### src/rtl/multi_axis_motion_ctrl_pkg.sv
// Shared types and constants for the multi-axis step/dir motion controller.
package multi_axis_motion_ctrl_pkg;

    // Per-axis pulse generator state.
    typedef enum logic [1:0] {
        StIdle = 2'd0,
        StHigh = 2'd1,
        StLow  = 2'd2
    } axis_state_e;

    // Shortest legal step period in cycles; one high cycle plus one low cycle.
    localparam int unsigned MinPeriod = 2;

endpackage

### src/rtl/multi_axis_motion_ctrl_step_axis.sv
// One stepper axis: runs an exact number of step pulses at a fixed period.
module multi_axis_motion_ctrl_step_axis
    import multi_axis_motion_ctrl_pkg::*;
#(
    parameter int unsigned STEP_W = 16,
    parameter int unsigned CNT_W  = 32
) (
    input  logic              clock,
    input  logic              reset,
    input  logic              load,
    input  logic              kill,
    input  logic [STEP_W-1:0] load_steps,
    input  logic [CNT_W-1:0]  load_period,
    output logic              step,
    output logic              busy,
    output logic              finishing,
    output logic [STEP_W-1:0] steps_left
);

    localparam logic [CNT_W-1:0] MinP = CNT_W'(MinPeriod);

    axis_state_e       state_q, state_d;
    logic [CNT_W-1:0]  cnt_q, cnt_d;    // cycles left in the current phase, minus one
    logic [CNT_W-1:0]  high_q, high_d;  // high phase length H
    logic [CNT_W-1:0]  low_q, low_d;    // low phase length P-H
    logic [STEP_W-1:0] steps_q, steps_d;
    logic [CNT_W-1:0]  period_c;
    logic [CNT_W-1:0]  half_c;

    assign period_c = (load_period < MinP) ? MinP : load_period;
    assign half_c   = period_c >> 1;

    // Next-state: load on accept, count out high/low phases, drop to idle on kill.
    always_comb begin
        state_d = state_q;
        cnt_d   = cnt_q;
        high_d  = high_q;
        low_d   = low_q;
        steps_d = steps_q;
        if (kill) begin
            // steps_left deliberately keeps its value so software can see how far the move got
            state_d = StIdle;
        end else begin
            case (state_q)
                StIdle: begin
                    if (load) begin
                        steps_d = load_steps;
                        if (load_steps != '0) begin
                            state_d = StHigh;
                            high_d  = half_c;
                            low_d   = period_c - half_c;
                            cnt_d   = half_c - CNT_W'(1);
                        end
                    end
                end
                StHigh: begin
                    if (cnt_q == '0) begin
                        state_d = StLow;
                        cnt_d   = low_q - CNT_W'(1);
                        steps_d = steps_q - STEP_W'(1);
                    end else begin
                        cnt_d = cnt_q - CNT_W'(1);
                    end
                end
                StLow: begin
                    if (cnt_q == '0) begin
                        if (steps_q != '0) begin
                            state_d = StHigh;
                            cnt_d   = high_q - CNT_W'(1);
                        end else begin
                            state_d = StIdle;
                        end
                    end else begin
                        cnt_d = cnt_q - CNT_W'(1);
                    end
                end
                default: state_d = StIdle;
            endcase
        end
    end

    // State register with asynchronous clear.
    always_ff @(posedge clock or negedge reset) begin
        if (!reset) begin
            state_q <= StIdle;
            cnt_q   <= '0;
            high_q  <= '0;
            low_q   <= '0;
            steps_q <= '0;
        end else begin
            state_q <= state_d;
            cnt_q   <= cnt_d;
            high_q  <= high_d;
            low_q   <= low_d;
            steps_q <= steps_d;
        end
    end

    assign step       = (state_q == StHigh);
    assign busy       = (state_q != StIdle);
    // Last cycle of the last low phase: the axis goes idle on the coming edge.
    assign finishing  = (state_q == StLow) && (cnt_q == '0) && (steps_q == '0);
    assign steps_left = steps_q;

endmodule

### src/rtl/multi_axis_motion_ctrl.sv
// N-axis step/dir controller: command handshake, move-done pulse, manual button override.
module multi_axis_motion_ctrl
    import multi_axis_motion_ctrl_pkg::*;
#(
    parameter int unsigned N_AXES        = 2,
    parameter int unsigned STEP_W        = 16,
    parameter int unsigned CNT_W         = 32,
    parameter int unsigned MANUAL_PERIOD = 20000
) (
    input  logic                     clock,
    input  logic                     reset,
    input  logic                     control_sel,
    input  logic [N_AXES-1:0]        man_fwd,
    input  logic [N_AXES-1:0]        man_rev,
    input  logic                     cmd_valid,
    output logic                     cmd_ready,
    input  logic [N_AXES*STEP_W-1:0] cmd_steps,
    input  logic [N_AXES*CNT_W-1:0]  cmd_period,
    input  logic [N_AXES-1:0]        cmd_dir,
    input  logic                     abort,
    output logic [N_AXES-1:0]        step_out,
    output logic [N_AXES-1:0]        dir_out,
    output logic [N_AXES-1:0]        busy,
    output logic                     done,
    output logic [N_AXES*STEP_W-1:0] steps_left
);

    localparam int unsigned      ManW    = $clog2(MANUAL_PERIOD);
    localparam logic [ManW-1:0] ManLast = ManW'(MANUAL_PERIOD - 1);
    localparam logic [ManW-1:0] ManHalf = ManW'(MANUAL_PERIOD / 2);

    logic              any_busy;
    logic              accept;
    logic              kill;
    logic              all_zero;
    logic              all_fin;
    logic              done_q, done_d;
    logic [N_AXES-1:0] prog_step;
    logic [N_AXES-1:0] axis_busy;
    logic [N_AXES-1:0] axis_fin;
    logic [N_AXES-1:0] man_move;
    logic [N_AXES-1:0] man_step;
    logic [N_AXES-1:0] man_on_q;
    logic [N_AXES-1:0] dir_q, dir_d;
    logic [ManW-1:0]   man_phase [N_AXES];
    logic [ManW-1:0]   man_cnt_q [N_AXES];
    logic [ManW-1:0]   man_cnt_d [N_AXES];

    assign any_busy  = |axis_busy;
    assign cmd_ready = reset && !control_sel && !any_busy && !abort;
    assign accept    = cmd_valid && cmd_ready;
    // Entering manual mode cancels a programmed move exactly like abort.
    assign kill      = abort || control_sel;

    for (genvar i = 0; i < N_AXES; i++) begin : g_axis
        multi_axis_motion_ctrl_step_axis #(
            .STEP_W (STEP_W),
            .CNT_W  (CNT_W)
        ) u_axis (
            .clock       (clock),
            .reset       (reset),
            .load        (accept),
            .kill        (kill),
            .load_steps  (cmd_steps[i*STEP_W +: STEP_W]),
            .load_period (cmd_period[i*CNT_W +: CNT_W]),
            .step        (prog_step[i]),
            .busy        (axis_busy[i]),
            .finishing   (axis_fin[i]),
            .steps_left  (steps_left[i*STEP_W +: STEP_W])
        );
    end

    // Move-done detection: either a no-op command or every busy axis on its final cycle.
    always_comb begin
        all_zero = 1'b1;
        all_fin  = any_busy;
        for (int i = 0; i < N_AXES; i++) begin
            if (cmd_steps[i*STEP_W +: STEP_W] != '0) begin
                all_zero = 1'b0;
            end
            if (axis_busy[i] && !axis_fin[i]) begin
                all_fin = 1'b0;
            end
        end
        done_d = (accept && all_zero) || (!kill && all_fin);
    end

    // Manual square wave per axis and direction tracking for both modes.
    always_comb begin
        for (int i = 0; i < N_AXES; i++) begin
            man_move[i]  = control_sel && (man_fwd[i] ^ man_rev[i]);
            // A fresh press restarts the wave at phase 0, i.e. high.
            man_phase[i] = man_on_q[i] ? man_cnt_q[i] : '0;
            man_step[i]  = man_move[i] && (man_phase[i] < ManHalf);
            if (!man_move[i] || (man_phase[i] == ManLast)) begin
                man_cnt_d[i] = '0;
            end else begin
                man_cnt_d[i] = man_phase[i] + ManW'(1);
            end
            dir_d[i] = dir_q[i];
            if (accept && (cmd_steps[i*STEP_W +: STEP_W] != '0)) begin
                dir_d[i] = cmd_dir[i];
            end else if (man_move[i]) begin
                dir_d[i] = man_fwd[i];
            end
        end
    end

    // Registers for done, direction and the manual wave counters.
    always_ff @(posedge clock or negedge reset) begin
        if (!reset) begin
            done_q   <= 1'b0;
            dir_q    <= '0;
            man_on_q <= '0;
            for (int i = 0; i < N_AXES; i++) begin
                man_cnt_q[i] <= '0;
            end
        end else begin
            done_q   <= done_d;
            dir_q    <= dir_d;
            man_on_q <= man_move;
            for (int i = 0; i < N_AXES; i++) begin
                man_cnt_q[i] <= man_cnt_d[i];
            end
        end
    end

    // Output muxing between manual and programmed sources.
    always_comb begin
        step_out = control_sel ? man_step : prog_step;
        for (int i = 0; i < N_AXES; i++) begin
            dir_out[i] = man_move[i] ? man_fwd[i] : dir_q[i];
        end
        busy = axis_busy;
        done = done_q;
    end

endmodule

### config.mk
export PLATFORM = sky130hd
export DESIGN_NAME = multi_axis_motion_ctrl
export DESIGN_NICKNAME = d
export VERILOG_FILES = /design/src/rtl/multi_axis_motion_ctrl_pkg.sv /design/src/rtl/multi_axis_motion_ctrl_step_axis.sv /design/src/rtl/multi_axis_motion_ctrl.sv
export SDC_FILE = /design/constraint.sdc
export NUM_CORES = 1
export LEC_CHECK = 0
export ABC_CLOCK_PERIOD_IN_PS = 3900
export BUFFER_PORTS_ARGS = -buffer_cell sky130_fd_sc_hd__buf_2
export CAP_MARGIN = 20
export CORE_UTILIZATION = 50
export CTS_BUF_LIST = sky130_fd_sc_hd__clkbuf_2 sky130_fd_sc_hd__clkbuf_4 sky130_fd_sc_hd__clkbuf_8
export CTS_CLUSTER_DIAMETER = 100
export CTS_CLUSTER_SIZE = 20
export DETAILED_ROUTE_END_ITERATION = 10
export GPL_TIMING_DRIVEN = 0
export PLACE_DENSITY = 0.73
export SLEW_MARGIN = 20
export SYNTH_ARGS = -nofsm -noshare
export SYNTH_HDL_FRONTEND = slang
export SYNTH_HIERARCHICAL = 1
export SYNTH_SLANG_ARGS = --single-unit
### constraint.sdc
create_clock -name clock -period 3.9 [get_ports clock]
set_input_delay 0.78 -clock clock [delete_from_list [all_inputs] [get_ports clock]]
set_output_delay 0.78 -clock clock [all_outputs]
set_load 0.005 [all_outputs]
==> report_table.html <==
<table>
<tr><th>Metric</th><th>Value</th></tr>
<tr><th colspan="2">Clocking</th></tr>
<tr><td>H-tree depth</td><td>1</td></tr>
<tr><td>Inserted Clock Buffers</td><td>17</td></tr>
<tr><td>Clock tree from TritonCTS</td><td>yes</td></tr>
<tr><td># clock sinks</td><td>around 260</td></tr>
<tr><td>CTS Hold Bufs</td><td>0</td></tr>
<tr><td>Clock latency on the worst-skew pair</td><td>0.58 ns</td></tr>
<tr><td>Maximum clock insertion buffer count</td><td>3</td></tr>
<tr><td>Root buffer cell</td><td>sky130_fd_sc_hd__clkbuf_8</td></tr>
<tr><td>Clock-pin slew on the worst setup and hold paths</td><td>0.13 ns</td></tr>
<tr><th colspan="2">Yosys</th></tr>
<tr><td>Nets in the synthesized netlist</td><td>3162</td></tr>
<tr><td>FF+latch count, synth</td><td>261</td></tr>
<tr><td>Portion of synthesized cell area occupied by the leading cell type</td><td>between 20% and 30%</td></tr>
<tr><td>Number of instances in the synthesized netlist</td><td>about 2900</td></tr>
<tr><td>Summed instance area of the synthesized netlist</td><td>~0.023 mm2</td></tr>
<tr><td>Most used flip-flop cell after synthesis</td><td>sky130_fd_sc_hd__dfrtp_1</td></tr>
<tr><td>Number of flops mapped to enable cells by yosys</td><td>0</td></tr>
<tr><td>Ranking of synthesized cells by area</td><td>sky130_fd_sc_hd__dfrtp_1 (29%), sky130_fd_sc_hd__ha_1 (11%), sky130_fd_sc_hd__o21ai_0 (7.1%)</td></tr>
<tr><td>Sequential cell area fraction in the yosys report</td><td>29.0%</td></tr>
<tr><td>Count of unique library cells instantiated by Yosys</td><td>93</td></tr>
<tr><td>Total of warnings raised by yosys</td><td>6</td></tr>
<tr><td>Average cell area after synthesis</td><td>between 7 and 8 um2</td></tr>
<tr><td>Top cell type by total area after synthesis</td><td>sky130_fd_sc_hd__dfrtp_1</td></tr>
<tr><td>Asr flop ratio synth</td><td>100%</td></tr>
<tr><th colspan="2">Detailed routing</th></tr>
<tr><td>Number of vias per cell after detailed routing</td><td>approximately 6</td></tr>
<tr><td>Routed Wire Length</td><td>between 70000 and 80000 um</td></tr>
<tr><td>Number of iterations in the first detailed-routing pass</td><td>6</td></tr>
<tr><td>DRC</td><td>0</td></tr>
<tr><td>Number of vias after detailed routing</td><td>roughly 22000</td></tr>
<tr><td>Remaining antenna violation count</td><td>0</td></tr>
<tr><td>Routed wirelength normalized by instance count</td><td>19.3 um</td></tr>
<tr><td>Number of design-rule violations left by the first detailed-router iteration</td><td>2181</td></tr>
<tr><th colspan="2">Critical path</th></tr>
<tr><td>Worst path max stage delay</td><td>a little over 0.4 ns</td></tr>
<tr><td>Largest fanout on the critical path</td><td>6</td></tr>
<tr><td>Slowest library cell on the worst path</td><td>sky130_fd_sc_hd__a2111oi_4</td></tr>
<tr><td>Worst flop-to-flop path startpoint</td><td>g_axis[1].u_axis/cnt_q[7]$_DFFE_PN0P_</td></tr>
<tr><td>Depth of the critical timing path with buffers and inverters included</td><td>17</td></tr>
<tr><td>CP most frequent cell</td><td>sky130_fd_sc_hd__a2111oi_4</td></tr>
<tr><td>Category of the worst setup path capture point</td><td>register</td></tr>
<tr><td>Top delay family on crit path</td><td>compound AO/OA/AOI/OAI gates</td></tr>
<tr><td>Type of element launching the critical path</td><td>input pin</td></tr>
<tr><td>Arrival time worst endpoint</td><td>4.30 ns</td></tr>
<tr><td>Setup crit start</td><td>cmd_period[17]</td></tr>
<tr><td>Critical path type</td><td>input pin to register</td></tr>
<tr><td>Sequence of cells on the critical path</td><td>buf_2 &gt; nor4_4 &gt; nand4_1 &gt; nor2_2 &gt; nor2_4 &gt; inv_4 &gt; fa_2 &gt; nand2b_1 &gt; a21oi_2 &gt; o21a_1 &gt; o221ai_2 &gt; a2111oi_4 &gt; nand3_2 &gt; a2111oi_4 &gt; nor3_2 &gt; o31a_1 &gt; or3_1</td></tr>
<tr><td>Crit path buffers/inverters</td><td>2</td></tr>
<tr><td>CP required</td><td>around 4.4 ns</td></tr>
<tr><td>Cell count of the worst reg-to-reg path</td><td>12</td></tr>
<tr><th colspan="2">Timing</th></tr>
<tr><td>Worst hold slack</td><td>about 0.14 ns</td></tr>
<tr><td>Period utilization</td><td>98.6%</td></tr>
<tr><td>Final slew viol count</td><td>0</td></tr>
<tr><td>Worst Max-Slew Pin Slew</td><td>between 0.9 and 1 ns</td></tr>
<tr><td>Setup repair after global routing missed its margin</td><td>yes</td></tr>
<tr><td>Final clock skew</td><td>around 0.040 ns</td></tr>
<tr><td>Final Hold Viols</td><td>0</td></tr>
<tr><td>Final Setup Violations</td><td>0</td></tr>
<tr><td>Slew HR</td><td>between 30% and 40%</td></tr>
<tr><td>Minimum period implied by the final worst setup slack</td><td>about 3.8 ns</td></tr>
<tr><td>Achievable frequency</td><td>around 260 MHz</td></tr>
<tr><th colspan="2">GRT</th></tr>
<tr><td>Number of global-route vias before repair</td><td>20778</td></tr>
<tr><td>Overflow left after global routing</td><td>0</td></tr>
<tr><td>Total Routing Usage GR</td><td>between 20% and 30%</td></tr>
<tr><td>Initial antenna violation count</td><td>2</td></tr>
<tr><td>Global-route wire length before repair</td><td>~110000 um</td></tr>
<tr><td>Maximum number of pins on one net before global-route repair</td><td>100</td></tr>
<tr><th colspan="2">Floorplanning</th></tr>
<tr><td>Horizontal die dimension</td><td>roughly 210 um</td></tr>
<tr><td>Core Footprint</td><td>~0.044 mm2</td></tr>
<tr><td>Area enclosed by the die boundary</td><td>between 0.04 and 0.05 mm2</td></tr>
<tr><td>IO Count</td><td>~150</td></tr>
<tr><td>Effective utilization at floorplan</td><td>between 50% and 60%</td></tr>
<tr><td>Rows</td><td>77</td></tr>
<tr><td>Y dimension of the die</td><td>about 210 um</td></tr>
<tr><th colspan="2">Min path</th></tr>
<tr><td>Hold/Removal Path Class</td><td>input pin to asynchronous set/reset pin</td></tr>
<tr><th colspan="2">Placement</th></tr>
<tr><td>Final Wtd Congestion</td><td>approximately 0.99</td></tr>
<tr><td>DP Area</td><td>0.0241 mm2</td></tr>
<tr><td>Half-perimeter wire length after detailed placement</td><td>55600 um</td></tr>
<tr><td>Number of buffers added on ports</td><td>146</td></tr>
<tr><th colspan="2">Power and ir drop</th></tr>
<tr><td>Maximum ir drop on the vdd rail</td><td>about 0.23 mV</td></tr>
<tr><td>Power Dens Cells</td><td>between 300 and 400 mW/mm2</td></tr>
<tr><td>Power Total</td><td>0.00904 W</td></tr>
<tr><td>LEAKAGE</td><td>~11 nW</td></tr>
<tr><th colspan="2">Finish</th></tr>
<tr><td>Post-route design area</td><td>between 0.02 and 0.025 mm2</td></tr>
<tr><td>Area Growth Syn to Fin</td><td>11.0%</td></tr>
<tr><td>Proportion of layout cells with a drive suffix above 1</td><td>approximately a tenth</td></tr>
<tr><td>Number of nets in the finished design</td><td>approximately 3400</td></tr>
<tr><td>Post-layout util</td><td>56.4%</td></tr>
<tr><th colspan="2">Outcome</th></tr>
<tr><td>Outcome</td><td>finished, final reports clean</td></tr>
<tr><th colspan="2">Flow run</th></tr>
<tr><td>Reported max-cap violation count</td><td>0</td></tr>
</table>
-- cells in the mapped netlist (all sizes together), types with 7 or more instances --
master	number
and2	10
or3	48
a211oi	15
nand2	331
a221o	8
nor3b	9
clkbuf	129
nor3	104
and3	13
o21a	11
o221ai	9
buf	25
dfrtp	261
a21oi	130
a22oi	11
o211ai	13
o21ai	347
nor4	83
o31ai	28
nor2b	17
a21o	9
nor2	216
nand2b	18
o21bai	13
xor2	95
ha	193
mux2i	10
nand3b	10
mux2	9
or4	33
nor4b	10
a31oi	17
a221oi	26
or2	7
o22ai	42
xnor2	178
o311ai	10
nand3	71
inv	186
nand4	24
a21boi	19
-- state kept, by name (all words and copies together) (netlist names) --
register	cells
g_axis.u_axis/low_q	64
g_axis.u_axis/cnt_q	64
dir_q	2
man_on_q	2
man_cnt_q	30
g_axis.u_axis/steps_left	32
done	1
g_axis.u_axis/high_q	62
g_axis.u_axis/state_q	4
-- power by group --
group / switching [W] / leakage (nW) / total, W / internal (W)
clock: 0.000897 / 0.152 / 0.00139 / 0.000496
combinational: 0.00197 / 7.07 / 0.00347 / 0.00149
sequential: 0.000866 / 3.37 / 0.00418 / 0.00331
total: 0.00374 / 10.6 / 0.00904 / 0.00530
-- final cells by class --
cell class                      instances  area (um2)
Fill cell                            4144       19300
Clock buffer                           18         248
Antenna cell                            1        2.50
Multi-Input combinational cell       2258       15100
Sequential cell                       261        6530
Timing Repair Buffer                  170         971
Tap cell                              592         741
Clock inverter                          3        47.5
Buffer                                153         618
Inverter                              187         708
-- final timing paths --
path	end	slack [ns]
min in group clock	dir_q[1]$_DFF_PN0_	0.45
worst max register to register	g_axis[1].u_axis/cnt_q[5]$_DFFE_PN0P_	0.22
worst min-delay path	g_axis[0].u_axis/steps_left[13]$_DFFE_PN0P_	0.14
worst max-delay path	g_axis[0].u_axis/low_q[30]$_DFFE_PN0P_	0.05
max in group asynchronous	g_axis[1].u_axis/cnt_q[5]$_DFFE_PN0P_	2.38
worst min register to register	g_axis[1].u_axis/cnt_q[24]$_DFFE_PN0P_	0.49
-- timing repair --
| action | CTS | global route |
|---|---|---|
| resized for setup | 38 | 54 |
| pin swaps | 16 | 29 |
| setup buffers | 10 | 12 |
| setup endpoints to repair | 86 | 126 |
-- metal layers --
layer	share of wire [%]	global-route usage (%)
met5	0	0
met4	2.1	7.38
met3	8.0	3.56
met2	44	45.8
met1	46	44.6
-- logic make-up (layout without fill, tap and decap cells) --
family / after synthesis / count (layout) / share of synthesized area, %
fa+ha+maj: 195 / 195 / 10.9
simple gates: 1018 / 1018 / 22.3
compound gates: 753 / 753 / 20.4
xor+xnor: 273 / 273 / 10.6
flops: 261 / 261 / 29.0
buf+inv: 341 / 531 / 5.85
mux: 19 / 19 / 0.894
other cells: 0 / 1 / 0
-- through the flow --
stage	TNS (ns)	worst slack, ns	std cells
finish	0	0.0528	3643
global route	-0.125	-0.0776	3643
CTS	0	0.00391	3631
detailed placement	-39.17	-1.37	3600
global placement	-1607.99	-4.29	3598
floorplan	-0.0278	-0.0278	2860
-- cells in the final DEF (no fill, tap or decap), drive strengths merged, types with 24 or more instances in the layout --
cell type  instances
a21oi            130
a221oi            26
buf              195
clkbuf           146
dfrtp            261
ha               193
inv              186
nand2            331
nand3             71
nand4             24
nor2             216
nor3             104
nor4              83
o21ai            347
o22ai             42
o31ai             28
or3               48
or4               33
xnor2            178
xor2              95
Note: power is estimated with default switching activity, not from simulation.
